--- config.mk ---
export PLATFORM = sky130hd
export DESIGN_NAME = xy_z_packer
export DESIGN_NICKNAME = d
export VERILOG_FILES = /design/src/rtl/xy_z_packer.sv
export SDC_FILE = /design/constraint.sdc
export NUM_CORES = 1
export LEC_CHECK = 0
export ABC_AREA = 1
export BUFFER_PORTS_ARGS = -buffer_cell sky130_fd_sc_hd__buf_2
export CORE_MARGIN = 3
export CORE_UTILIZATION = 52
export DETAILED_ROUTE_END_ITERATION = 7
export PLACE_DENSITY = 0.77
export SKIP_LAST_GASP = 1
export SLEW_MARGIN = 20
export SYNTH_ARGS = -nofsm -noshare
export SYNTH_HDL_FRONTEND = slang
export SYNTH_SLANG_ARGS = --single-unit
--- constraint.sdc ---
create_clock -name clk -period 2.4 [get_ports clk]
set_clock_uncertainty 0.05 [all_clocks]
set_input_delay 0.48 -clock clk [delete_from_list [all_inputs] [get_ports clk]]
set_output_delay 0.48 -clock clk [all_outputs]
set_load 0.01 [all_outputs]
--- src/rtl/xy_z_packer.sv ---
// -----------------------------------------------------------------------------
// xy_z_packer
//   Capture stage behind the z = x | ~y evaluator. Each accepted (x,y,z) beat
//   contributes one z bit, packed LSB-first into PACK_W-bit words, and one
//   error-mask bit that is set when z disagrees with x | ~y. Completed or
//   flushed words are presented on a valid/ready output. A saturating counter
//   tracks the total number of mismatching beats.
//
// Ports
//   clk, resetn            clock, synchronous active-low reset
//   in_valid / in_ready    beat handshake for x, y, z
//   flush                  single-cycle request to emit the partial word
//   out_valid / out_ready  word handshake
//   out_data               packed z bits, bit0 = first accepted beat
//   out_err_mask           per-bit mismatch flags
//   out_len                number of valid bits in the word (1..PACK_W)
//   err_count              saturating count of mismatching accepted beats
// -----------------------------------------------------------------------------
module xy_z_packer #(
    parameter int PACK_W = 8,
    parameter int CNT_W  = 16,
    localparam int LEN_W = $clog2(PACK_W + 1)
) (
    input  logic              clk,
    input  logic              resetn,
    input  logic              in_valid,
    output logic              in_ready,
    input  logic              x,
    input  logic              y,
    input  logic              z,
    input  logic              flush,
    output logic              out_valid,
    input  logic              out_ready,
    output logic [PACK_W-1:0] out_data,
    output logic [PACK_W-1:0] out_err_mask,
    output logic [LEN_W-1:0]  out_len,
    output logic [CNT_W-1:0]  err_count
);

    localparam int IDX_W = $clog2(PACK_W);

    // Accumulator stage
    logic [PACK_W-1:0] acc_data_q, acc_data_d;
    logic [PACK_W-1:0] acc_mask_q, acc_mask_d;
    logic [IDX_W-1:0]  idx_q, idx_d;
    logic              flush_pend_q, flush_pend_d;

    // Output register stage
    logic              out_valid_q, out_valid_d;
    logic [PACK_W-1:0] out_data_q, out_data_d;
    logic [PACK_W-1:0] out_mask_q, out_mask_d;
    logic [LEN_W-1:0]  out_len_q, out_len_d;

    logic [CNT_W-1:0]  err_cnt_q, err_cnt_d;

    logic              out_free;
    logic              last_slot;
    logic              beat_acc;
    logic              beat_err;
    logic              pend_load;
    logic [PACK_W-1:0] data_m, mask_m;
    logic [LEN_W-1:0]  count_m;

    always_comb begin
        out_free  = !out_valid_q || out_ready;
        last_slot = (idx_q == IDX_W'(PACK_W - 1));
        // Stall only when the next beat (or a pending flush) needs the output
        // register and it cannot be freed this cycle.
        in_ready  = resetn && !((last_slot || flush_pend_q) && !out_free);
        beat_acc  = in_valid && in_ready;
        beat_err  = z ^ (x | ~y);
        pend_load = flush_pend_q && out_free;

        // Accumulator contents with this cycle's beat merged in.
        data_m = acc_data_q;
        mask_m = acc_mask_q;
        if (beat_acc) begin
            data_m[idx_q] = z;
            mask_m[idx_q] = beat_err;
        end
        count_m = LEN_W'(idx_q) + LEN_W'(beat_acc);
    end

    always_comb begin
        acc_data_d   = acc_data_q;
        acc_mask_d   = acc_mask_q;
        idx_d        = idx_q;
        flush_pend_d = flush_pend_q;
        out_valid_d  = out_valid_q;
        out_data_d   = out_data_q;
        out_mask_d   = out_mask_q;
        out_len_d    = out_len_q;
        err_cnt_d    = err_cnt_q;

        if (out_valid_q && out_ready) begin
            out_valid_d = 1'b0;
        end

        if (pend_load) begin
            // The pending partial word is exactly what was held at flush time
            // (no beats are accepted while it waits). A beat arriving in the
            // load cycle starts a fresh word at bit0.
            out_valid_d  = 1'b1;
            out_data_d   = acc_data_q;
            out_mask_d   = acc_mask_q;
            out_len_d    = LEN_W'(idx_q);
            acc_data_d   = beat_acc ? PACK_W'(z) : '0;
            acc_mask_d   = beat_acc ? PACK_W'(beat_err) : '0;
            idx_d        = beat_acc ? IDX_W'(1) : '0;
            // A flush in the load cycle applies to the fresh word, which can
            // only go out once the register frees up again.
            flush_pend_d = flush && beat_acc;
        end else if (beat_acc && last_slot) begin
            // Full word; a simultaneous flush has nothing left to emit.
            out_valid_d = 1'b1;
            out_data_d  = data_m;
            out_mask_d  = mask_m;
            out_len_d   = LEN_W'(PACK_W);
            acc_data_d  = '0;
            acc_mask_d  = '0;
            idx_d       = '0;
        end else begin
            acc_data_d = data_m;
            acc_mask_d = mask_m;
            idx_d      = idx_q + IDX_W'(beat_acc);
            // flush_pend_q here means the register is still busy; a new flush
            // adds nothing because no beats arrived since the first one.
            if (flush && !flush_pend_q && count_m != '0) begin
                if (out_free) begin
                    out_valid_d = 1'b1;
                    out_data_d  = data_m;
                    out_mask_d  = mask_m;
                    out_len_d   = count_m;
                    acc_data_d  = '0;
                    acc_mask_d  = '0;
                    idx_d       = '0;
                end else begin
                    flush_pend_d = 1'b1;
                end
            end
        end

        if (beat_acc && beat_err && err_cnt_q != '1) begin
            err_cnt_d = err_cnt_q + CNT_W'(1);
        end
    end

    always_ff @(posedge clk) begin
        if (!resetn) begin
            acc_data_q   <= '0;
            acc_mask_q   <= '0;
            idx_q        <= '0;
            flush_pend_q <= 1'b0;
            out_valid_q  <= 1'b0;
            out_data_q   <= '0;
            out_mask_q   <= '0;
            out_len_q    <= '0;
            err_cnt_q    <= '0;
        end else begin
            acc_data_q   <= acc_data_d;
            acc_mask_q   <= acc_mask_d;
            idx_q        <= idx_d;
            flush_pend_q <= flush_pend_d;
            out_valid_q  <= out_valid_d;
            out_data_q   <= out_data_d;
            out_mask_q   <= out_mask_d;
            out_len_q    <= out_len_d;
            err_cnt_q    <= err_cnt_d;
        end
    end

    assign out_valid    = out_valid_q;
    assign out_data     = out_data_q;
    assign out_err_mask = out_mask_q;
    assign out_len      = out_len_q;
    assign err_count    = err_cnt_q;

endmodule
==> results of run 1 <==
## worst paths after layout
check	endpoint	cells after the start	slack (ns)	from
worst max-delay path	out_err_mask[0]	18	0.19	idx_q[0]
worst min-delay path	out_data[4]	2	0.40	out_data[4]
worst max register to register	out_err_mask[0]	18	0.19	idx_q[0]
worst min register to register	out_data[4]	2	0.40	out_data[4]
## metrics by stage
stage          instances  instance area (sq um)  hold WS (ns)
6_report             624                   3790         0.401
5_1_grt              624                   3790         0.444
4_1_cts              624                   3780         0.403
3_5_place_dp         609                   3570         0.391
3_3_place_gp         609                   3570         0.389
2_1_floorplan        491                   3250         0.417
## final cells by class
class / count / area share
multi-input cells: 353 / 0.459
flip-flops and latches: 57 / 0.302
repair buffers: 59 / 0.0905
inverters: 65 / 0.0671
clock buffers: 13 / 0.0473
well taps: 75 / 0.0248
clock inverters: 2 / 0.00925
## sequential cells by signal, summed over array words and instances (netlist names)
signal and cells:
out_err_mask 8, acc_data_q 8, flush_pend_q 1, err_count 16, out_len 4, out_valid 1, idx_q 3, acc_mask_q 8
out_data 8
## worst reg2reg max path: stages, from the launching register on
cell     delay, ns
dfxtp_2       0.35
nand3_4       0.11
nand2_2       0.11
nand2_4       0.06
nand3_4       0.10
inv_6         0.04
ha_4          0.16
ha_4          0.15
inv_1         0.06
nand2_2       0.05
nand2_2       0.08
nand3_2       0.11
nand3_4       0.10
nand3_2       0.10
buf_12        0.17
inv_4         0.09
nor2_1        0.05
nor2_1        0.09
nor2_1        0.05
## metal layers
layer	track usage	part of all wire	up-vias
li1	-	-	1636
met1	0.310	0.47	1433
met2	0.367	0.45	92
met3	0.0412	0.068	14
met4	0.108	0.017	0
met5	0	0	-
## where the power goes
part | internal, W | leakage, nW | total (W) | switching [W]
logic | 0.000130 | 1.14 | 0.000368 | 0.000238
clock network | 0.000585 | 0.112 | 0.000972 | 0.000387
registers | 0.000992 | 0.464 | 0.00102 | 0.0000271
## cells by family (layout without fill, tap and decap cells)
kind of cell    count (synthesis)  count (layout)  synth area share
buf+inv                        81             139             0.116
xor+xnor                        7               7            0.0191
flops                          57              57             0.355
compound gates                 59              59             0.102
simple gates                  284             284             0.397
fa+ha+maj                       3               3            0.0117
## cells in the final DEF, fill, tap and decap left out, types with 11 or more instances in the layout
| master | count |
|---|---|
| dfxtp_1 | 54 |
| o21ai_0 | 28 |
| nand2_2 | 11 |
| a21oi_1 | 12 |
| buf_2 | 45 |
| buf_4 | 13 |
| inv_1 | 58 |
| clkbuf_8 | 13 |
| nand3_1 | 17 |
| nor2_1 | 79 |
| nand2_1 | 144 |
## repair_timing
item | in CTS | in global routing
resized for setup | 0 | 2
setup endpoints to repair | 0 | 3
hold endpoints to repair | 0 | 0
## Yosys cell counts, types with 4 or more instances
library cell	number	area, sq um
nand2_1	144	541
nor3_1	9	45.0
nor2_1	80	300
nand3_1	17	85.1
inv_2	4	15.0
o21ai_0	29	145
o21ai_1	8	40.0
a21oi_2	8	70.1
clkbuf_1	6	22.5
buf_6	5	56.3
dfxtp_1	57	1140
inv_1	58	218
a21oi_1	12	60.1
nand4_1	7	43.8
xor2_1	6	52.6
nand2_2	12	75.1
==> impl_metrics.csv, run 1 <==
group,metric,value,unit
status,outcome,"finished, final reports clean",
power,ir_drop,0.000403,V
worst_setup_path,cp_cell_sequence,"nand3_4 > nand2_2 > nand2_4 > nand3_4 > inv_6 > ha_4 > ha_4 > inv_1 > nand2_2 > nand2_2 > nand3_2 > nand3_4 > nand3_2 > buf_12 > inv_4 > nor2_1 > nor2_1 > nor2_1",
detailed_routing,vias_per_cell,5.09,
sta,hold_viol_final,0,
worst_setup_path,path_max_fanout,20,
place,pre_cts_ws,0.0111,ns
global_routing,grt_pass1_wl,13600,um
sta,slew_violations,0,
clock_network,hold_buffers,0,
floorplan,die_width,84.7,um
worst_setup_path,cp_top_family,"simple AND/OR/NAND/NOR gates",
sta,finalSetupViolations,0,
worst_setup_path,start_kind,"flip-flop",
power,pwr_density_cell,623,nW/um^2
place,io_buffer_count,45,
synth,syn_avg_cell_area,6.55,sq um
global_routing,grt_pass1_vias,3004,
layout,areaGrowthSynthToFinish,17.7,%
synth,netlist_area,3220,sq um
worst_setup_path,crit_path_end_kind,"flip-flop",
global_routing,antenna_found_initial,0,
floorplan,design.core.area,5960,sq um
floorplan,dieArea,7170,sq um
synth,synth_enable_flop_cells,0,
layout,diodes,0,
worst_setup_path,slowest_delay,0.35,ns
floorplan,die_h,84.7,um
sta,setup_tns,0,ns
power,finalPower,0.00236,W
min_path,hp-class,"reg2reg",
synth,async_flop_share,0,
layout,final_nets,556,
clock_network,clockBufferDepth,2,
detailed_routing,drc,0,
clock_network,cts-root-buf,"clkbuf_8",
clock_network,cts_tree,"yes",
synth,syn_inst,491,
detailed_routing,wirelength,7760,um
synth,synthDistinctLibCells,33,
sta,max_slew_margin,0.687,
detailed_routing,wl_per_cell,12.4,um
synth,synth_ff_type,"dfxtp_1",
floorplan,num_rows,28,
layout,post-route-util,0.636,
sta,max_freq,453,MHz
clock_network,cts.clk_slew.worst_paths,0.07,ns
sta,finalCriticalPeriod,2.21,ns
power,leakage,1.72,nW
global_routing,grt_max_degree,32,
clock_network,postCtsSetupBuffers,0,
sta,tightestPinTransition,0.466,ns
place,dpl.hpwl,5470,um
worst_setup_path,critPathArrivalTime,2.37,ns
synth,synth-seq-cells,57,
clock_network,htreeDepth,3,
place,place.gp.congestion,0.915,
detailed_routing,drt_iter0_drc,219,
floorplan,initial_core_util,0.540,
synth,yosysSeqAreaShare,0.355,
global_routing,grt_overflow_total,0,
sta,rsz0062_at_grt,"no",
worst_setup_path,crit_required,2.56,ns
layout,seqCellArea,1140,sq um
synth,syn_nets,502,
layout,fillerInstances,575,
synth,yosys_warnings,0,
floorplan,ios,46,
clock_network,cts_num_sinks,57,
worst_setup_path,critPathKind,"reg2reg",
global_routing,track_usage,0.233,
job,drv_cap,0,
sta,period_share,0.919,
worst_setup_path,crit_buf_inv,4,
layout,multi_input_area,1740,sq um
detailed_routing,ant_nets,0,
detailed_routing,vias,3175,
clock_network,cts_buffers,9,
clock_network,clkLatencyLatePin,0.34,ns
sta,postLayoutSetupSlackWorst,0.194,ns
layout,drive_gt1_frac,0.219,
detailed_routing,drtPass1Iterations,4,
worst_setup_path,cpMaxStageDelayCell,"dfxtp_2",
(Power assumes the default switching activity.)
==> inputs of run 2 (changes only) <==
--- a/config.mk
+++ b/config.mk
@@ -8,9 +8,9 @@
 export ABC_AREA = 1
 export BUFFER_PORTS_ARGS = -buffer_cell sky130_fd_sc_hd__buf_2
 export CORE_MARGIN = 3
-export CORE_UTILIZATION = 52
+export CORE_UTILIZATION = 57
 export DETAILED_ROUTE_END_ITERATION = 7
-export PLACE_DENSITY = 0.77
+export PLACE_DENSITY = 0.8
 export SKIP_LAST_GASP = 1
 export SLEW_MARGIN = 20
 export SYNTH_ARGS = -nofsm -noshare
==> constraint.sdc (replaced) <==
create_clock -name clk -period 2.07 [get_ports clk]
set_clock_uncertainty 0.05 [all_clocks]
set_input_delay 0.414 -clock clk [delete_from_list [all_inputs] [get_ports clk]]
set_output_delay 0.414 -clock clk [all_outputs]
set_load 0.01 [all_outputs]
==> run 2 against run 1 <==
Largest cell class unchanged. Via count grew 9.0%. Highest routed layer unchanged. Final cell count increased by 3.0%. Global-route usage grew 4.7 points. Critical path depth shrank 3. The run now ends with setup timing left.
==> impl_metrics.csv, run 2 (synthesized netlist as in run 1, its figures left out) <==
group,metric,value,unit
status,outcome,"complete, but fails checks",
status,violations,"setup timing",
worst_setup_path,crit_required,2.29,ns
clock_network,clockBufferDepth,2,
sta,setup_tns,-1.35,ns
floorplan,design.core.area,5270,sq um
worst_setup_path,crit_path_end_kind,"flip-flop",
sta,finalSetupViolations,20,
sta,period_share,1.06,
detailed_routing,drt_iter0_drc,464,
power,ir_drop,0.000533,V
detailed_routing,drc,0,
detailed_routing,wl_per_cell,14.8,um
floorplan,dieArea,6580,sq um
layout,final_cells,643,
sta,hold_viol_final,0,
layout,diodes,0,
power,p_sw,0.000869,W
worst_setup_path,critPathKind,"reg2reg",
global_routing,grt_pass1_vias,2986,
power,p_int,0.00213,W
detailed_routing,wirelength,9510,um
detailed_routing,drtPass1Iterations,7,
floorplan,num_rows,26,
worst_setup_path,critPathArrivalTime,2.41,ns
power,swShare,0.290,
job,drv_cap,0,
clock_network,cts.clk_slew.worst_paths,0.07,ns
min_path,hp-class,"in2reg",
power,clock_power_share,0.410,
clock_network,htreeDepth,3,
layout,layout_commonest_cell,"nand2_1",
place,dpl.hpwl,5840,um
floorplan,die_h,81.1,um
power,p_comb_frac,0.195,
global_routing,track_usage,0.280,
clock_network,cts-root-buf,"clkbuf_8",
layout,layout_common_cells,"nand2_1, nor2_1, inv_1",
sta,max_freq,457,MHz
detailed_routing,vias_per_cell,5.38,
clock_network,cts_buffers,9,
power,pwr_density_cell,727,nW/um^2
layout,areaGrowthSynthToFinish,28.1,%
global_routing,grt_overflow_total,0,
clock_network,clkLatencyLatePin,0.35,ns
worst_setup_path,start_kind,"flip-flop",
clock_network,cts_tree,"yes",
detailed_routing,ant_nets,0,
sta,tightestPinTransition,0.499,ns
worst_setup_path,path_max_fanout,6,
sta,slew_violations,0,
power,seq_power_share,0.395,
place,dp_cells,616,
clock_network,hold_buffers,0,
detailed_routing,vias,3461,
global_routing,antenna_found_initial,0,
layout,final_nets,579,
clock_network,cts_num_sinks,57,
place,place.gp.congestion,0.900,
floorplan,initial_core_util,0.611,
layout,drive_gt1_frac,0.286,
global_routing,grt_max_degree,32,
global_routing,grt_pass1_wl,14000,um
layout,largest_reg_flops,16,
place,io_buffer_count,45,
sta,rsz0062_at_grt,"yes",
floorplan,ios,46,
sta,postLayoutSetupSlackWorst,-0.117,ns
sta,max_slew_margin,0.664,
power,leakage,1.88,nW
sta,finalCriticalPeriod,2.19,ns
floorplan,die_width,81.1,um
==> run 2: cell types whose count changed in the layout (fill, tap and decap cells not counted), moves of 2 or more <==
cell and delta:
inv_1 -3, clkinvlp_4 +2, o21ai_0 -5, buf_4 +19
nor2_4 +2, nor2_1 -3, o21ai_1 -7, o21ai_2 +12
clkbuf_8 -2, inv_2 +2
==> run 2: metal layers <==
layer | track usage | up-vias | part of all wire
li1 | - | 1680 | -
met1 | 0.371 | 1538 | 0.43
met2 | 0.440 | 198 | 0.45
met3 | 0.0599 | 45 | 0.088
met4 | 0.118 | 0 | 0.036
met5 | 0 | - | 0
==> run 2: area by class of cell <==
type | count | area (sq um)
clock buffers | 12 | 155
clock inverters | 4 | 75.1
fillers | 387 | 1150
inverters | 65 | 269
multi-input cells | 353 | 1820
flip-flops and latches | 57 | 1150
well taps | 70 | 87.6
repair buffers | 82 | 573
==> run 2: critical path, cell delays in order, from the launching register on <==
cell and delay, ns:
dfxtp_2 0.37, nand3_4 0.09, nand2_4 0.08, nand2_4 0.05
nand3_4 0.07, clkinv_4 0.07, ha_4 0.16, ha_4 0.22
nor2_4 0.09, nand3_2 0.11, nand3_4 0.11, nand3_4 0.14
buf_8 0.19, o21ai_2 0.10, nor2_1 0.06, nor2_1 0.13
==> run 2: power by group through the flow <==
stage	registers (W)	logic, W	clock network [W]
2_1_floorplan	0.00121	0.000307	0
3_3_place_gp	0.00120	0.000431	0
3_5_place_dp	0.00121	0.000443	0
4_1_cts	0.00118	0.000484	0.00122
5_1_grt	0.00119	0.000630	0.00127
6_report	0.00118	0.000584	0.00123
==> run 2: path summary, 6_finish.rpt <==
kind                                         to  slack, ns   startpoint  cells after the start
worst min-delay path                  out_valid       0.36        flush                      3
worst min register to register      out_data[4]       0.42  out_data[4]                      2
worst max-delay path            out_err_mask[4]      -0.12     idx_q[0]                     15
worst max register to register  out_err_mask[4]      -0.12     idx_q[0]                     15
==> run 2: what timing repair did <==
item                                    in CTS  in global routing
gates resized for setup                      8                 32
cloned                                       1                  1
setup buffers                                3                  6
endpoints found under the setup margin      19                 36
pin swaps                                    6                 16
==> run 2: per-stage QoR <==
step	setup slack (ns)	hold WS, ns	utilization	power, W	instance area, sq um
3_5_place_dp	-0.265	0.406	0.693	0.00165	3650
2_1_floorplan	-0.283	0.404	-	0.00152	3260
4_1_cts	-0.0203	0.363	0.752	0.00289	3960
3_3_place_gp	-0.213	0.385	0.693	0.00163	3650
5_1_grt	-0.196	0.371	0.783	0.00309	4120
6_report	-0.117	0.365	0.783	0.00300	4120
==> inputs of run 3 (changes only) <==
--- a/config.mk
+++ b/config.mk
@@ -5,10 +5,9 @@
 export SDC_FILE = /design/constraint.sdc
 export NUM_CORES = 1
 export LEC_CHECK = 0
-export ABC_AREA = 1
 export BUFFER_PORTS_ARGS = -buffer_cell sky130_fd_sc_hd__buf_2
 export CORE_MARGIN = 3
-export CORE_UTILIZATION = 57
+export CORE_UTILIZATION = 56
 export DETAILED_ROUTE_END_ITERATION = 7
 export PLACE_DENSITY = 0.8
 export SKIP_LAST_GASP = 1
==> run 3 against run 2 <==
The run still ends with setup timing left. Sequential power fell by 4%. Die area decreased by 8.9%. Via count down 22%. Global-route usage down 2.6 points. Wire length down 21%. Register-to-register slack worse by 0.10 ns. Non-clock buffer count is 15 higher. Design area fell by 8.3%. Largest power group is now sequential cells. Highest routed layer unchanged.
==> impl_metrics.csv, run 3 <==
group,metric,value,unit
place,io_buffer_count,45,
job,drv_cap,0,
clock_network,htreeDepth,3,
layout,layout_common_cells,"dfxtp_1, buf_2, buf_4",
clock_network,hold_buffers,0,
global_routing,grt_max_degree,24,
layout,drive_gt1_frac,0.366,
layout,areaGrowthSynthToFinish,32.2,%
synth,synthTopCellsByCount,"dfxtp_1, nand2_1, nor2_1",
floorplan,die_width,77.5,um
sta,period_share,1.11,
synth,synth_ff_type,"dfxtp_1",
detailed_routing,drc,0,
worst_setup_path,crit_required,2.30,ns
global_routing,grt_pass1_vias,2622,
detailed_routing,drtPass1Iterations,4,
power,ir_drop,0.000516,V
sta,slew_violations,0,
sta,finalSetupViolations,39,
detailed_routing,ant_nets,0,
clock_network,cts.clk_slew.worst_paths,0.06,ns
detailed_routing,vias,2709,
synth,synth_most_common_cell,"dfxtp_1",
synth,syn_inst,318,
sta,postLayoutSetupSlackWorst,-0.222,ns
sta,hold_slack,0.346,ns
floorplan,ios,46,
global_routing,grt_overflow_total,0,
place,dpl.hpwl,5180,um
clock_network,clkLatencyLatePin,0.33,ns
worst_setup_path,slowest_delay,0.35,ns
synth,async_flop_share,0,
power,finalPower,0.00236,W
floorplan,num_rows,25,
layout,layout_commonest_cell,"dfxtp_1",
sta,rsz0062_at_grt,"yes",
layout,post-route-util,0.785,
min_path,hp-class,"in2reg",
detailed_routing,wl_per_cell,15.6,um
clock_network,clockBufferDepth,2,
synth,netlist_area,2860,sq um
worst_setup_path,crit_path_end_kind,"flip-flop",
clock_network,cts_tree,"yes",
synth,synth_top_area_frac,0.399,
worst_setup_path,start_kind,"flip-flop",
synth,ys_top_cells_by_area,"dfxtp_1, mux2i_1, nand2_1, o221ai_1, nor2_1",
sta,finalCriticalPeriod,2.29,ns
floorplan,initial_core_util,0.594,
place,place.gp.congestion,0.941,
detailed_routing,wirelength,7510,um
layout,final_nets,422,
synth,yosys.area.top_type,"dfxtp_1",
power,leakage,1.64,nW
worst_setup_path,critPathKind,"reg2reg",
sta,tightestPinTransition,0.468,ns
layout,largest_reg_flops,16,
clock_network,cts_num_sinks,57,
synth,synthDistinctLibCells,61,
floorplan,design.core.area,4820,sq um
clock_network,cts-root-buf,"clkbuf_8",
floorplan,die_h,77.5,um
synth,yosys_warnings,0,
synth,synth_enable_flop_cells,0,
floorplan,dieArea,6000,sq um
global_routing,antenna_found_initial,0,
synth,synth-seq-cells,57,
clock_network,cts_buffers,9,
layout,diodes,0,
detailed_routing,drt_iter0_drc,176,
power,pwr_density_cell,624,nW/um^2
worst_setup_path,cp_cell_sequence,"nand3_4 > o211ai_4 > inv_2 > ha_4 > ha_4 > or2_1 > o21a_1 > o31ai_4 > nand3_4 > buf_12 > clkbuf_16 > nor2_4",
synth,yosysSeqAreaShare,0.399,
detailed_routing,vias_per_cell,5.62,
synth,syn_avg_cell_area,8.99,sq um
status,outcome,"complete, but fails checks",
status,violations,"setup timing",
synth,syn_nets,329,
worst_setup_path,cpMaxStageDelayCell,"dfxtp_2",
worst_setup_path,critPathArrivalTime,2.52,ns
worst_setup_path,path_max_fanout,7,
global_routing,track_usage,0.254,
sta,hold_viol_final,0,
sta,max_freq,436,MHz
sta,max_slew_margin,0.685,
global_routing,grt_pass1_wl,12200,um
run 3: cell types whose count changed after synthesis, moves of 11 or more:
cell / delta
o21ai_0: -26
mux2i_1: +18
nor2_1: -56
inv_1: -35
o221ai_1: +12
nand2_2: -11
nand2_1: -110
run 3: cell type report:
| type | count | area (sq um) |
|---|---|---|
| Clock inverter | 3 | 18.8 |
| Multi-Input combinational cell | 223 | 1620 |
| Inverter | 23 | 86.3 |
| Clock buffer | 12 | 135 |
| Fill cell | 331 | 1040 |
| Tap cell | 67 | 83.8 |
| Timing Repair Buffer | 97 | 689 |
| Sequential cell | 57 | 1150 |
run 3: cells by family after synthesis:
group           count (synthesis)  share of synthesized area
compound gates                 65                      0.179
xor+xnor                        6                     0.0184
fa+ha+maj                       3                     0.0131
buf+inv                        38                     0.0687
flops                          57                      0.399
mux                            19                     0.0678
simple gates                  130                      0.254
run 3: per-stage QoR:
stage / cells / worst slack, ns / TNS (ns) / area (sq um)
3_5_place_dp: 461 / -0.499 / -15.26 / 3450
5_1_grt: 482 / -0.326 / -10.75 / 3780
6_report: 482 / -0.222 / -6.77 / 3780
3_3_place_gp: 461 / -0.419 / -13.16 / 3450
4_1_cts: 481 / -0.219 / -6.62 / 3710
2_1_floorplan: 318 / -0.492 / -15.81 / 2900
run 3: critical path: cells and delay by family (launching register included):
kind / cells / cell delay (ns)
adder cells (fa/ha/maj): 2 / 0.32
AO/OA/AOI/OAI: 3 / 0.57
buffers and inverters: 3 / 0.40
flip-flops: 1 / 0.35
AND/OR/NAND/NOR: 4 / 0.53
run 3: path summary, 6_finish.rpt:
path	from	cells after the start	slack, ns	end
worst min register to register	acc_mask_q[7]	2	0.41	acc_mask_q[7]
worst max register to register	idx_q[0]	12	-0.22	acc_data_q[3]
worst min-delay path	flush	3	0.35	out_valid
worst max-delay path	idx_q[0]	12	-0.22	acc_data_q[3]
run 3: repair_timing:
item,CTS,global route
gates resized for setup,13,9
buffers inserted,4,1
pin swaps,7,8
gates cloned,1,1
setup endpoints to repair,40,47
run 3: power breakdown:
group	switching [W]	internal [W]	total, W
Clock	0.000429	0.000426	0.000855
Sequential	0.0000159	0.00112	0.00113
Combinational	0.000196	0.000174	0.000370
run 3: layer usage:
layer  track usage  vias to the layer above  wire length, um
li1              -                     1324                -
met1         0.307                     1296             3220
met4        0.0765                        0               64
met2         0.445                       82             3820
met5             0                        -                0
met3        0.0638                        7              405
